===== src/rtl/vga_pkg.sv =====
// Shared VGA constants, writer FSM encoding and RGB565 field layout.
package vga_pkg;

    localparam int H_DISPLAY_800 = 800;
    localparam int V_DISPLAY_600 = 600;

    typedef enum logic {
        IDLE  = 1'b0,
        WRITE = 1'b1
    } fbw_state_t;

    localparam int R565_MSB = 15;
    localparam int R565_LSB = 11;
    localparam int G565_MSB = 10;
    localparam int G565_LSB = 5;
    localparam int B565_MSB = 4;
    localparam int B565_LSB = 0;

endpackage


===== src/rtl/vga_frame_writer_if.sv =====
// Pixel stream and SRAM write port of the frame writer.
interface vga_frame_writer_if #(
    parameter int ADDR_W = 20
);
    logic              pix_valid;
    logic              pix_ready;
    logic              pix_sof;
    logic [23:0]       pix_data;
    logic              sram_busy;
    logic [ADDR_W-1:0] sram_address;
    logic [15:0]       sram_wdata;
    logic              sram_we;

    modport master (
        output pix_valid, pix_sof, pix_data, sram_busy,
        input  pix_ready, sram_address, sram_wdata, sram_we
    );

    modport slave (
        input  pix_valid, pix_sof, pix_data, sram_busy,
        output pix_ready, sram_address, sram_wdata, sram_we
    );
endinterface


===== src/rtl/rgb888_to_rgb565.sv =====
// Combinational RGB888 -> RGB565 pack (truncating each channel to its MSBs).
module rgb888_to_rgb565
    import vga_pkg::*;
(
    input  logic [23:0] rgb888,
    output logic [15:0] rgb565
);

    assign rgb565[R565_MSB:R565_LSB] = rgb888[23:19];
    assign rgb565[G565_MSB:G565_LSB] = rgb888[15:10];
    assign rgb565[B565_MSB:B565_LSB] = rgb888[7:3];

endmodule


===== src/rtl/vga_frame_writer.sv =====
// Streams RGB888 pixels into the row-major RGB565 SRAM frame buffer.
// Optional statistics counters are built when VGA_FBW_STATS_EN is defined.
module vga_frame_writer
    import vga_pkg::*;
#(
    parameter int H_DISPLAY = H_DISPLAY_800,
    parameter int V_DISPLAY = V_DISPLAY_600,
    parameter int ADDR_W    = 20
) (
    input  logic               clk,
    input  logic               reset,
    vga_frame_writer_if.slave  bus,
    output logic               frame_done,
    output logic [15:0]        frame_count,
    output logic [7:0]         sync_err_count
);

    localparam int X_W = (H_DISPLAY > 1) ? $clog2(H_DISPLAY) : 1;
    localparam int Y_W = (V_DISPLAY > 1) ? $clog2(V_DISPLAY) : 1;

    fbw_state_t        state_reg;
    logic [X_W-1:0]    x_reg;
    logic [Y_W-1:0]    y_reg;
    logic [ADDR_W-1:0] addr_reg;
    logic [ADDR_W-1:0] sram_address_reg;
    logic [15:0]       sram_wdata_reg;
    logic              sram_we_reg;
    logic              frame_done_reg;

    logic [15:0] rgb565;
    logic        xfer;
    logic        restart;
    logic        at_eol;
    logic        at_last;
    logic        last_write;

    rgb888_to_rgb565 u_pack (
        .rgb888 (bus.pix_data),
        .rgb565 (rgb565)
    );

    // Ready never looks at valid, so sources may wait on it without deadlock.
    assign bus.pix_ready = !reset && !bus.sram_busy;
    assign xfer          = bus.pix_valid && bus.pix_ready;
    assign restart       = xfer && bus.pix_sof;
    assign at_eol        = (x_reg == X_W'(H_DISPLAY - 1));
    assign at_last       = at_eol && (y_reg == Y_W'(V_DISPLAY - 1));
    assign last_write    = xfer && !bus.pix_sof && (state_reg == WRITE) && at_last;

    always_ff @(posedge clk) begin
        if (reset) begin
            state_reg        <= IDLE;
            x_reg            <= '0;
            y_reg            <= '0;
            addr_reg         <= '0;
            sram_address_reg <= '0;
            sram_wdata_reg   <= '0;
            sram_we_reg      <= 1'b0;
            frame_done_reg   <= 1'b0;
        end else begin
            sram_we_reg    <= 1'b0;
            frame_done_reg <= last_write;
            // SOF always wins, including over a coincident last-pixel position.
            if (restart) begin
                sram_address_reg <= '0;
                sram_wdata_reg   <= rgb565;
                sram_we_reg      <= 1'b1;
                x_reg            <= X_W'(1);
                y_reg            <= '0;
                addr_reg         <= ADDR_W'(1);
                state_reg        <= WRITE;
            end else if (xfer && state_reg == WRITE) begin
                sram_address_reg <= addr_reg;
                sram_wdata_reg   <= rgb565;
                sram_we_reg      <= 1'b1;
                addr_reg         <= addr_reg + ADDR_W'(1);
                if (at_eol) begin
                    x_reg <= '0;
                    if (at_last) begin
                        y_reg     <= '0;
                        addr_reg  <= '0;
                        state_reg <= IDLE;
                    end else begin
                        y_reg <= y_reg + Y_W'(1);
                    end
                end else begin
                    x_reg <= x_reg + X_W'(1);
                end
            end
        end
    end

    assign bus.sram_address = sram_address_reg;
    assign bus.sram_wdata   = sram_wdata_reg;
    assign bus.sram_we      = sram_we_reg;
    assign frame_done       = frame_done_reg;

`ifdef VGA_FBW_STATS_EN
    logic [15:0] frame_count_reg;
    logic [7:0]  sync_err_count_reg;
    logic        premature;

    assign premature = restart && (state_reg == WRITE) && ((x_reg != '0) || (y_reg != '0));

    always_ff @(posedge clk) begin
        if (reset) begin
            frame_count_reg    <= '0;
            sync_err_count_reg <= '0;
        end else begin
            if (last_write)
                frame_count_reg <= frame_count_reg + 16'd1;
            if (premature && sync_err_count_reg != 8'hFF)
                sync_err_count_reg <= sync_err_count_reg + 8'd1;
        end
    end

    assign frame_count    = frame_count_reg;
    assign sync_err_count = sync_err_count_reg;
`else
    assign frame_count    = '0;
    assign sync_err_count = '0;
`endif

endmodule

===== src/flat_wrapper.sv =====
// flat-port wrapper written by rule: the top's interface ports become plain ports
module vga_frame_writer_flat import vga_pkg::*;
#(
    parameter int H_DISPLAY = H_DISPLAY_800,
    parameter int V_DISPLAY = V_DISPLAY_600,
    parameter int ADDR_W    = 20
)
  (clk, reset, frame_done, frame_count, sync_err_count, bus_pix_valid, bus_pix_sof, bus_pix_data, bus_sram_busy, bus_pix_ready, bus_sram_address, bus_sram_wdata, bus_sram_we);
  vga_frame_writer_if #(.ADDR_W(ADDR_W)) bus_i ();
  input  logic clk;
  input  logic reset;
  output logic frame_done;
  output logic [15:0] frame_count;
  output logic [7:0] sync_err_count;
  input wire logic [$bits(bus_i.pix_valid)-1:0] bus_pix_valid;
  input wire logic [$bits(bus_i.pix_sof)-1:0] bus_pix_sof;
  input wire logic [$bits(bus_i.pix_data)-1:0] bus_pix_data;
  input wire logic [$bits(bus_i.sram_busy)-1:0] bus_sram_busy;
  output wire logic [$bits(bus_i.pix_ready)-1:0] bus_pix_ready;
  output wire logic [$bits(bus_i.sram_address)-1:0] bus_sram_address;
  output wire logic [$bits(bus_i.sram_wdata)-1:0] bus_sram_wdata;
  output wire logic [$bits(bus_i.sram_we)-1:0] bus_sram_we;
  assign bus_i.pix_valid = bus_pix_valid;
  assign bus_i.pix_sof = bus_pix_sof;
  assign bus_i.pix_data = bus_pix_data;
  assign bus_i.sram_busy = bus_sram_busy;
  assign bus_pix_ready = bus_i.pix_ready;
  assign bus_sram_address = bus_i.sram_address;
  assign bus_sram_wdata = bus_i.sram_wdata;
  assign bus_sram_we = bus_i.sram_we;
  vga_frame_writer #(.H_DISPLAY(H_DISPLAY), .V_DISPLAY(V_DISPLAY), .ADDR_W(ADDR_W)) u_core (.clk(clk), .reset(reset), .bus(bus_i), .frame_done(frame_done), .frame_count(frame_count), .sync_err_count(sync_err_count));
endmodule

===== config.mk =====
export PLATFORM = sky130hd
export DESIGN_NAME = vga_frame_writer_flat
export DESIGN_NICKNAME = d
export VERILOG_FILES = /design/src/rtl/vga_pkg.sv /design/src/rtl/vga_frame_writer_if.sv /design/src/rtl/rgb888_to_rgb565.sv /design/src/rtl/vga_frame_writer.sv /design/src/flat_wrapper.sv
export SDC_FILE = /design/constraint.sdc
export NUM_CORES = 1
export LEC_CHECK = 0
export ABC_CLOCK_PERIOD_IN_PS = 1900
export BUFFER_PORTS_ARGS = -buffer_cell sky130_fd_sc_hd__buf_2
export CORE_UTILIZATION = 54
export CTS_BUF_LIST = sky130_fd_sc_hd__clkbuf_8
export CTS_CLUSTER_DIAMETER = 60
export DETAILED_ROUTE_END_ITERATION = 10
export PLACE_DENSITY = 0.82
export SYNTH_ARGS = -nofsm -noshare
export SYNTH_HDL_FRONTEND = slang
export SYNTH_SLANG_ARGS = --single-unit

===== constraint.sdc =====
create_clock -name clk -period 1.9 [get_ports clk]
set_input_delay 0.19 -clock clk [delete_from_list [all_inputs] [get_ports clk]]
set_output_delay 0.19 -clock clk [all_outputs]
set_load 0.005 [all_outputs]

# Word level (Yosys, flattened, before mapping)
# Index checks and enable logic that the tools add are counted.
[op_classes]
addsub = 3
n_eq_ne = 2
mux = 16
reduce_logical = 17
[ops]
columns = ["cell", "n"]
rows = [
  ["$mux W20", 2],
  ["$mux W16", 2],
  ["$add A10 B1 Y10 const B", 2],
  ["$add A20 B1 Y20 const B", 1],
  ["$eq A10 B10 Y1 const B", 2],
  ["$mux W10", 2],
  ["$mux W1", 10],
  ["$logic_and A1 B1 Y1", 8],
  ["$reduce_bool A2 Y1", 3],
  ["$logic_not A1 Y1", 3],
  ["$reduce_and A3 Y1", 1],
  ["$reduce_and A2 Y1", 1],
  ["$reduce_or A2 Y1", 1],
]
[totals]
regBits = 79
in_bits = 29
out_inout_bits = 63
word_cells = 48

# Depth between registers and ports, before layout
# Gate-level depths: netlist of the first run.
[logic_depth]
ltp_word = 6
depth_mapped = 8
ltp_nobuf = 5

# Modules after synthesis
# A second synthesis of the first run with hierarchy kept.
[hier_totals]
cells_unflattened = 431
area_unflattened_um2 = 3601.0
[modules_own_cells]
columns = ["mod", "n_inst", "cells_each", "area_each_um2", "seq_area_each_um2"]
rows = [
  ["vga_frame_writer", 1, 415, 3480.8, 1581.5],
  ["rgb888_to_rgb565", 1, 16, 120.1, 0.0],
]

# Worst setup path before layout of the first run
# No wires, ideal clock.
[synth_timing]
path_kind = "register -> register"
from = "register u_core.y_reg[0]"
to = "register u_core.addr_reg[2]"
setup_ns = 0.117
arrival_time_ns = 1.611
required_ns = 1.783
path_slack_ns = 0.172
path_stages_with_launch = 7
path_buffers = 1
synth_period_minus_slack_ns = 1.728
path_cell_list = "dfxtp_1 ha_1 nor4bb_1 nand4_1 o21bai_2 buf_2 nor2_1"
[synth_via]
elab_chain_len = 4
[synth_rtl]
columns = ["element", "line", "rtl"]
rows = [
  ["start: declaration", "vga_frame_writer.sv:23", "logic [Y_W-1:0] y_reg;"],
  ["start signal: assignment", "vga_frame_writer.sv:84", "y_reg <= y_reg + Y_W'(1);"],
  ["$eq A10 B10 Y1", "vga_frame_writer.sv:47", "assign at_last = at_eol && (y_reg == Y_W'(V_DISPLAY - 1));"],
  ["$logic_and A1 B1 Y1", "vga_frame_writer.sv:47", ""],
  ["$mux W20", "vga_frame_writer.sv:79", "if (at_last) begin"],
  ["$mux W20", "vga_frame_writer.sv:77", "if (at_eol) begin"],
  ["end signal: assignment", "vga_frame_writer.sv:76", "addr_reg <= addr_reg + ADDR_W'(1);"],
  ["end: declaration", "vga_frame_writer.sv:24", "logic [ADDR_W-1:0] addr_reg;"],
]
# Every way passes these cells.
# A chain may end at the register's enable or synchronous reset.

# Worst setup path after layout of the first run
[layout_timing]
from = "register u_core.x_reg[0]"
to = "register u_core.y_reg[9]"
[layout_via]
elab_chain_len = 3
elab_cells_between_ends = 4
classes_between = "1 x eq/ne; 1 x mux; 2 x reduce/logical"
[layout_rtl]
columns = ["element", "line", "rtl"]
rows = [
  ["start: declaration", "vga_frame_writer.sv:22", "logic [X_W-1:0] x_reg;"],
  ["start signal: assignment", "vga_frame_writer.sv:87", "x_reg <= x_reg + X_W'(1);"],
  ["$eq A10 B10 Y1 *", "vga_frame_writer.sv:46", "assign at_eol = (x_reg == X_W'(H_DISPLAY - 1));"],
  ["$logic_and A1 B1 Y1", "vga_frame_writer.sv:47", ""],
  ["$mux W10", "vga_frame_writer.sv:79", ""],
]
# Mark *: on every way between the ends. The rest lies on a longest branch, timed or not.

==> results of run 1 <==
-- repair_timing --
item                       in CTS  in global routing
setup endpoints to repair       0                 35
gates resized for setup         0                  6
setup buffers                   0                  4
-- area by class of cell --
type                       count  area [sq um]
fill                         507          2000
multi-input combinational    308          1650
sequential                    79          1580
timing repair buffer          77           455
clock buffer                  10           138
tap                           75          93.8
clock inverter                 6          83.8
inverter                       6          22.5
-- per-layer routing --
metal | global-route usage | vias to the layer above
li1 | - | 1525
met1 | 0.260 | 1400
met2 | 0.396 | 86
met3 | 0.0456 | 11
met4 | 0.107 | 0
met5 | 0 | -
-- worst max path at each step --
stage,cells past startpoint,startpoint,end
2_1_floorplan,6,u_core.y_reg[0],u_core.addr_reg[2]
3_3_place_gp,6,u_core.x_reg[0],u_core.y_reg[3]
3_5_place_dp,6,u_core.x_reg[0],u_core.y_reg[3]
4_1_cts,6,u_core.x_reg[0],u_core.y_reg[3]
5_1_grt,5,u_core.x_reg[0],u_core.y_reg[7]
6_report,5,u_core.x_reg[0],u_core.y_reg[9]
-- power by group through the flow --
stage               registers, W  logic (W)  clock network (W)
floorplan                0.00171  0.0000992                  0
global placement         0.00171   0.000116                  0
detailed placement       0.00171   0.000118                  0
CTS                      0.00167   0.000119            0.00139
global route             0.00167   0.000140            0.00146
finish                   0.00167   0.000121            0.00137
-- layout by cell type, fill, tap and decap left out, types with 2 or more instances in the layout --
| cell type | instances |
|---|---|
| dfxtp_1 | 77 |
| a21oi_1 | 63 |
| or3_1 | 13 |
| nand4_1 | 12 |
| clkinv_2 | 3 |
| clkbuf_8 | 10 |
| o21bai_2 | 2 |
| and3_1 | 3 |
| and2_1 | 5 |
| o21ai_0 | 15 |
| buf_2 | 59 |
| buf_12 | 2 |
| dfxtp_2 | 2 |
| bufinv_16 | 2 |
| nor2_1 | 16 |
| nand4bb_1 | 2 |
| nand2_1 | 89 |
| conb_1 | 24 |
| ha_1 | 2 |
| or4_1 | 9 |
| nand3_1 | 15 |
| a31oi_1 | 2 |
| inv_1 | 5 |
| buf_4 | 16 |
| o31ai_1 | 9 |
| xor2_1 | 11 |
| and4_1 | 3 |
-- logic make-up (layout without fill, tap and decap cells) --
group | after synthesis | count (layout) | share of synthesized area
other cells | 1 | 24 | 0.00110
fa+ha+maj | 3 | 3 | 0.0110
xor+xnor | 12 | 12 | 0.0308
compound gates | 92 | 92 | 0.145
buf+inv | 49 | 99 | 0.0846
simple gates | 177 | 177 | 0.264
flops | 79 | 79 | 0.463
-- per-stage QoR --
stage                     hold slack (ps)  std cells  instance area [sq um]  worst slack (ps)
final                                34.2        561                   4030              50.2
after global routing                 33.0        561                   4030             -16.8
after CTS                            31.8        557                   3980              4.67
after detailed placement              410        541                   3760              53.9
after global placement                404        541                   3760              96.4
after floorplan                       268        436                   3500               172
==> results.cfg, run 1 <==
[yosys]
ys_seq_elements = 79
async_flop_share = 0
yosys-top-cells-count = nand2_1 (89), dfxtp_1 (79), a21oi_1 (63)
synthFlopType = dfxtp_1
synth_area_leaders = dfxtp_1 (46%), nand2_1 (9.8%), a21oi_1 (9.2%)
yosysSeqAreaShare = 0.463
synth_area_sq_um = 3410
syn_area_per_cell_sq_um = 8.27
yosysMostFrequentCell = nand2_1
yosysTopAreaCellShare = 0.463
yosysWarnings = 0
synth_edf_count = 0
synth_cells = 413
synth_cell_types = 38
yosys.area.top_type = dfxtp_1

[power]
p_sw_frac = 0.216
combPwrFrac = 0.038
p_per_area_nw_per_um2 = 786
p_leak_nw = 1.57
power_frac_seq = 0.528
intPower_w = 0.00248
clockPowerShare = 0.433
switching_power_w = 0.000682
total_power_w = 0.00316
peakVddDrop_mv = 0.523

[cts]
cts_root_buf = clkbuf_8
clock_sinks = 79
cts_buffer_depth = 2
hold_buffers = 0
clk_pin_slew_ps = 80
cts_tree = done
numCtsBuffers = 9
clock_latency_ps = 360
htreeDepth = 3

[floorplan]
floorplan.die_area_sq_um = 6650
start_util = 0.567
die_h_um = 81.5
core_sq_um = 6030
num_rows = 28
die_w_um = 81.5
io_pins = 92

[drt]
wl_met3_um = 395
finalWirelength_um = 7040
wl_met2_um = 3430
drt_iter0_drc = 123
routed.top_layer = met4
first_pass_iters = 4
wl_per_cell_um = 12.5
wl_met1_um = 3120
drcViolationCount = 0
via_count = 3022
via_per_inst = 5.39
antenna_left = 0

[setup_path]
ff2ff_path_depth = 5
crit_path_max_incr_delay_ps = 580
timing.critical_path.buf_inv = 0
crit_family = simple AND/OR/NAND/NOR gates
required_ps = 2190
crit_slowest_cell = or4_1
crit_type = flip-flop to flip-flop
cp.arrival_ps = 2140
r2r_start = u_core.x_reg[0]
r2r-end = u_core.y_reg[9]
end_kind = flip-flop
crit_fanout = 7
cp_cell_sequence = ha_2, and4b_2, nand4_1, or4_1, a21oi_1
start_kind = flip-flop
reg2reg_slack_ps = 50

[global_route]
antenna_found_initial = 0
overflow = 0
grt_max_degree = 27
grt_pass1_vias = 2699
track_usage = 0.225
grt_pass1_wl_um = 11500

[final_layout]
fin_util = 0.668
nNetsFinal = 513
insertedDiodeCount = 0
synthToLayoutAreaGrowth_pct = 17.9
layout-drive-gt1-share = 0.218

[timing]
finalHoldViolCount = 0
setup_tns_ps = 0
setup_viol = 0
drv_slew = 0
fin_skew_ps = 9.77
finalCritPeriodShare = 0.974
fin_crit_ps = 1850
fmax_mhz = 541

[min_path]
whs_endpoint = u_core.frame_done
worstHoldStart = bus_pix_sof
min_path_type = primary input to flip-flop
worstHoldPathCells = 2

[outcome]
status = complete, no violations

[placed_design]
finalWeightedCongestion = 0.785
dp_hpwl_um = 4860
port_buffers = 59

[job]
maxCapViolCount = 0
(Power assumes the default switching activity.)
==> run 2: changes to the inputs <==
--- a/config.mk
+++ b/config.mk
@@ -7,6 +7,7 @@
 export LEC_CHECK = 0
 export ABC_CLOCK_PERIOD_IN_PS = 1900
 export BUFFER_PORTS_ARGS = -buffer_cell sky130_fd_sc_hd__buf_2
+export CORE_ASPECT_RATIO = 1.2
 export CORE_UTILIZATION = 54
 export CTS_BUF_LIST = sky130_fd_sc_hd__clkbuf_8
 export CTS_CLUSTER_DIAMETER = 60
==> results.cfg, run 2 (synthesized netlist as in run 1, its figures left out) <==
[floorplan]
die_w_um = 74.6
floorplan.die_area_sq_um = 6650
core_sq_um = 6050
die_h_um = 89.1
io_pins = 92
num_rows = 31
start_util = 0.564

[cts]
cts_resized = 0
numCtsBuffers = 9
clk_pin_slew_ps = 80
clock_latency_ps = 350
cts_tree = done
clock_sinks = 79
cts_root_buf = clkbuf_8
cts_setup_buffers = 0
hold_buffers = 0
cts_buffer_depth = 2
htreeDepth = 3

[setup_path]
crit_slowest_cell = or4_1
start_kind = flip-flop
required_ps = 2190
r2r_start = u_core.x_reg[0]
cp.arrival_ps = 2070
timing.critical_path.buf_inv = 1
r2r-end = u_core.y_reg[9]
end_kind = flip-flop
crit_type = flip-flop to flip-flop
ff2ff_path_depth = 6
cp_cell_sequence = ha_1, and4b_1, nand4_1, buf_4, or4_1, a21oi_1
crit_family = simple AND/OR/NAND/NOR gates
reg2reg_slack_ps = 120
crit_fanout = 13
crit_path_max_incr_delay_ps = 500

[timing]
worst_slack_ps = 120
setup_tns_ps = 0
finalHoldViolCount = 0
hold_ws_ps = 33.8
fin_skew_ps = 7.75
drv_slew = 0
fmax_mhz = 562
setup_viol = 0
finalCritPeriodShare = 0.937
fin_crit_ps = 1780

[min_path]
worstHoldPathCells = 2
min_path_type = primary input to flip-flop
whs_endpoint = u_core.frame_done
worstHoldStart = bus_pix_sof

[drt]
drcViolationCount = 0
via_per_inst = 5.25
wl_per_cell_um = 11.9
finalWirelength_um = 6730
antenna_left = 0
drt_iter0_drc = 129
first_pass_iters = 4
via_count = 2968

[final_layout]
fillCellCount = 509
synthToLayoutAreaGrowth_pct = 16.9
layout.cells.non_filler = 565
layout-drive-gt1-share = 0.203
final_common_cell = nand2_1
fin_util = 0.659
insertedDiodeCount = 0
nNetsFinal = 511
final_cell_mix = nand2_1 (89), dfxtp_1 (79), a21oi_1 (63)

[global_route]
antenna_found_initial = 0
busiest_layer = met2
grt_pass1_vias = 2567
overflow = 0
grt_util_met1 = 0.234
met3_usage = 0.0654
track_usage = 0.213
grt_pass1_wl_um = 10800
grt_max_degree = 27
met2_usage = 0.378

[placed_design]
pre_cts_ws_ps = 78.9
dp_hpwl_um = 4720
port_buffers = 59
finalWeightedCongestion = 0.837
dp_cells = 550

[power]
p_per_area_nw_per_um2 = 780
p_leak_nw = 1.56
peakVddDrop_mv = 0.709

[job]
maxCapViolCount = 0

[outcome]
status = complete, no violations
run 2: changes by cell type in the layout (fill, tap and decap cells not counted):
cell,delta
ha_2,-1
and4b_2,-1
inv_1,+1
and4b_1,+1
clkinv_2,-1
buf_12,-1
clkinv_4,-1
buf_4,-1
dfxtp_1,+2
dfxtp_2,-2
ha_1,+1
run 2: cell type report:
class,instances,area (sq um),share of cell area
clock buffers,10,138,0.0345
clock inverters,5,73.8,0.0185
inverters,6,22.5,0.00564
multi-input cells,308,1640,0.412
flip-flops and latches,79,1580,0.396
well taps,82,103,0.0257
repair buffers,75,428,0.107
run 2: layer usage:
layer	up-vias	routed length, um
li1	1518	-
met1	1368	2940
met2	72	3320
met3	10	364
met4	0	101
met5	-	0
run 2: per-stage QoR:
stage                     cell area, sq um  power (W)
after floorplan                       3500    0.00181
after global placement                3770    0.00183
after detailed placement              3770    0.00183
after CTS                             3980    0.00314
after global routing                  3990    0.00324
final                                 3990    0.00311
run 2: report_power, final:
part | switching [W] | internal (W)
sequential | 0.00000651 | 0.00167
clock | 0.000563 | 0.000759
combinational | 0.0000749 | 0.0000445
total | 0.000644 | 0.00247
run 2: worst max-delay path by stage:
stage,slack [ps],from,endpoint,depth (start not counted)
2_1_floorplan,170,u_core.y_reg[0],u_core.addr_reg[2],6
3_3_place_gp,110,bus_sram_busy,u_core.y_reg[9],6
3_5_place_dp,80,bus_sram_busy,u_core.x_reg[9],6
4_1_cts,110,u_core.state_reg,u_core.x_reg[9],5
5_1_grt,-10,u_core.y_reg[0],u_core.addr_reg[0],6
6_report,120,u_core.x_reg[0],u_core.y_reg[9],6
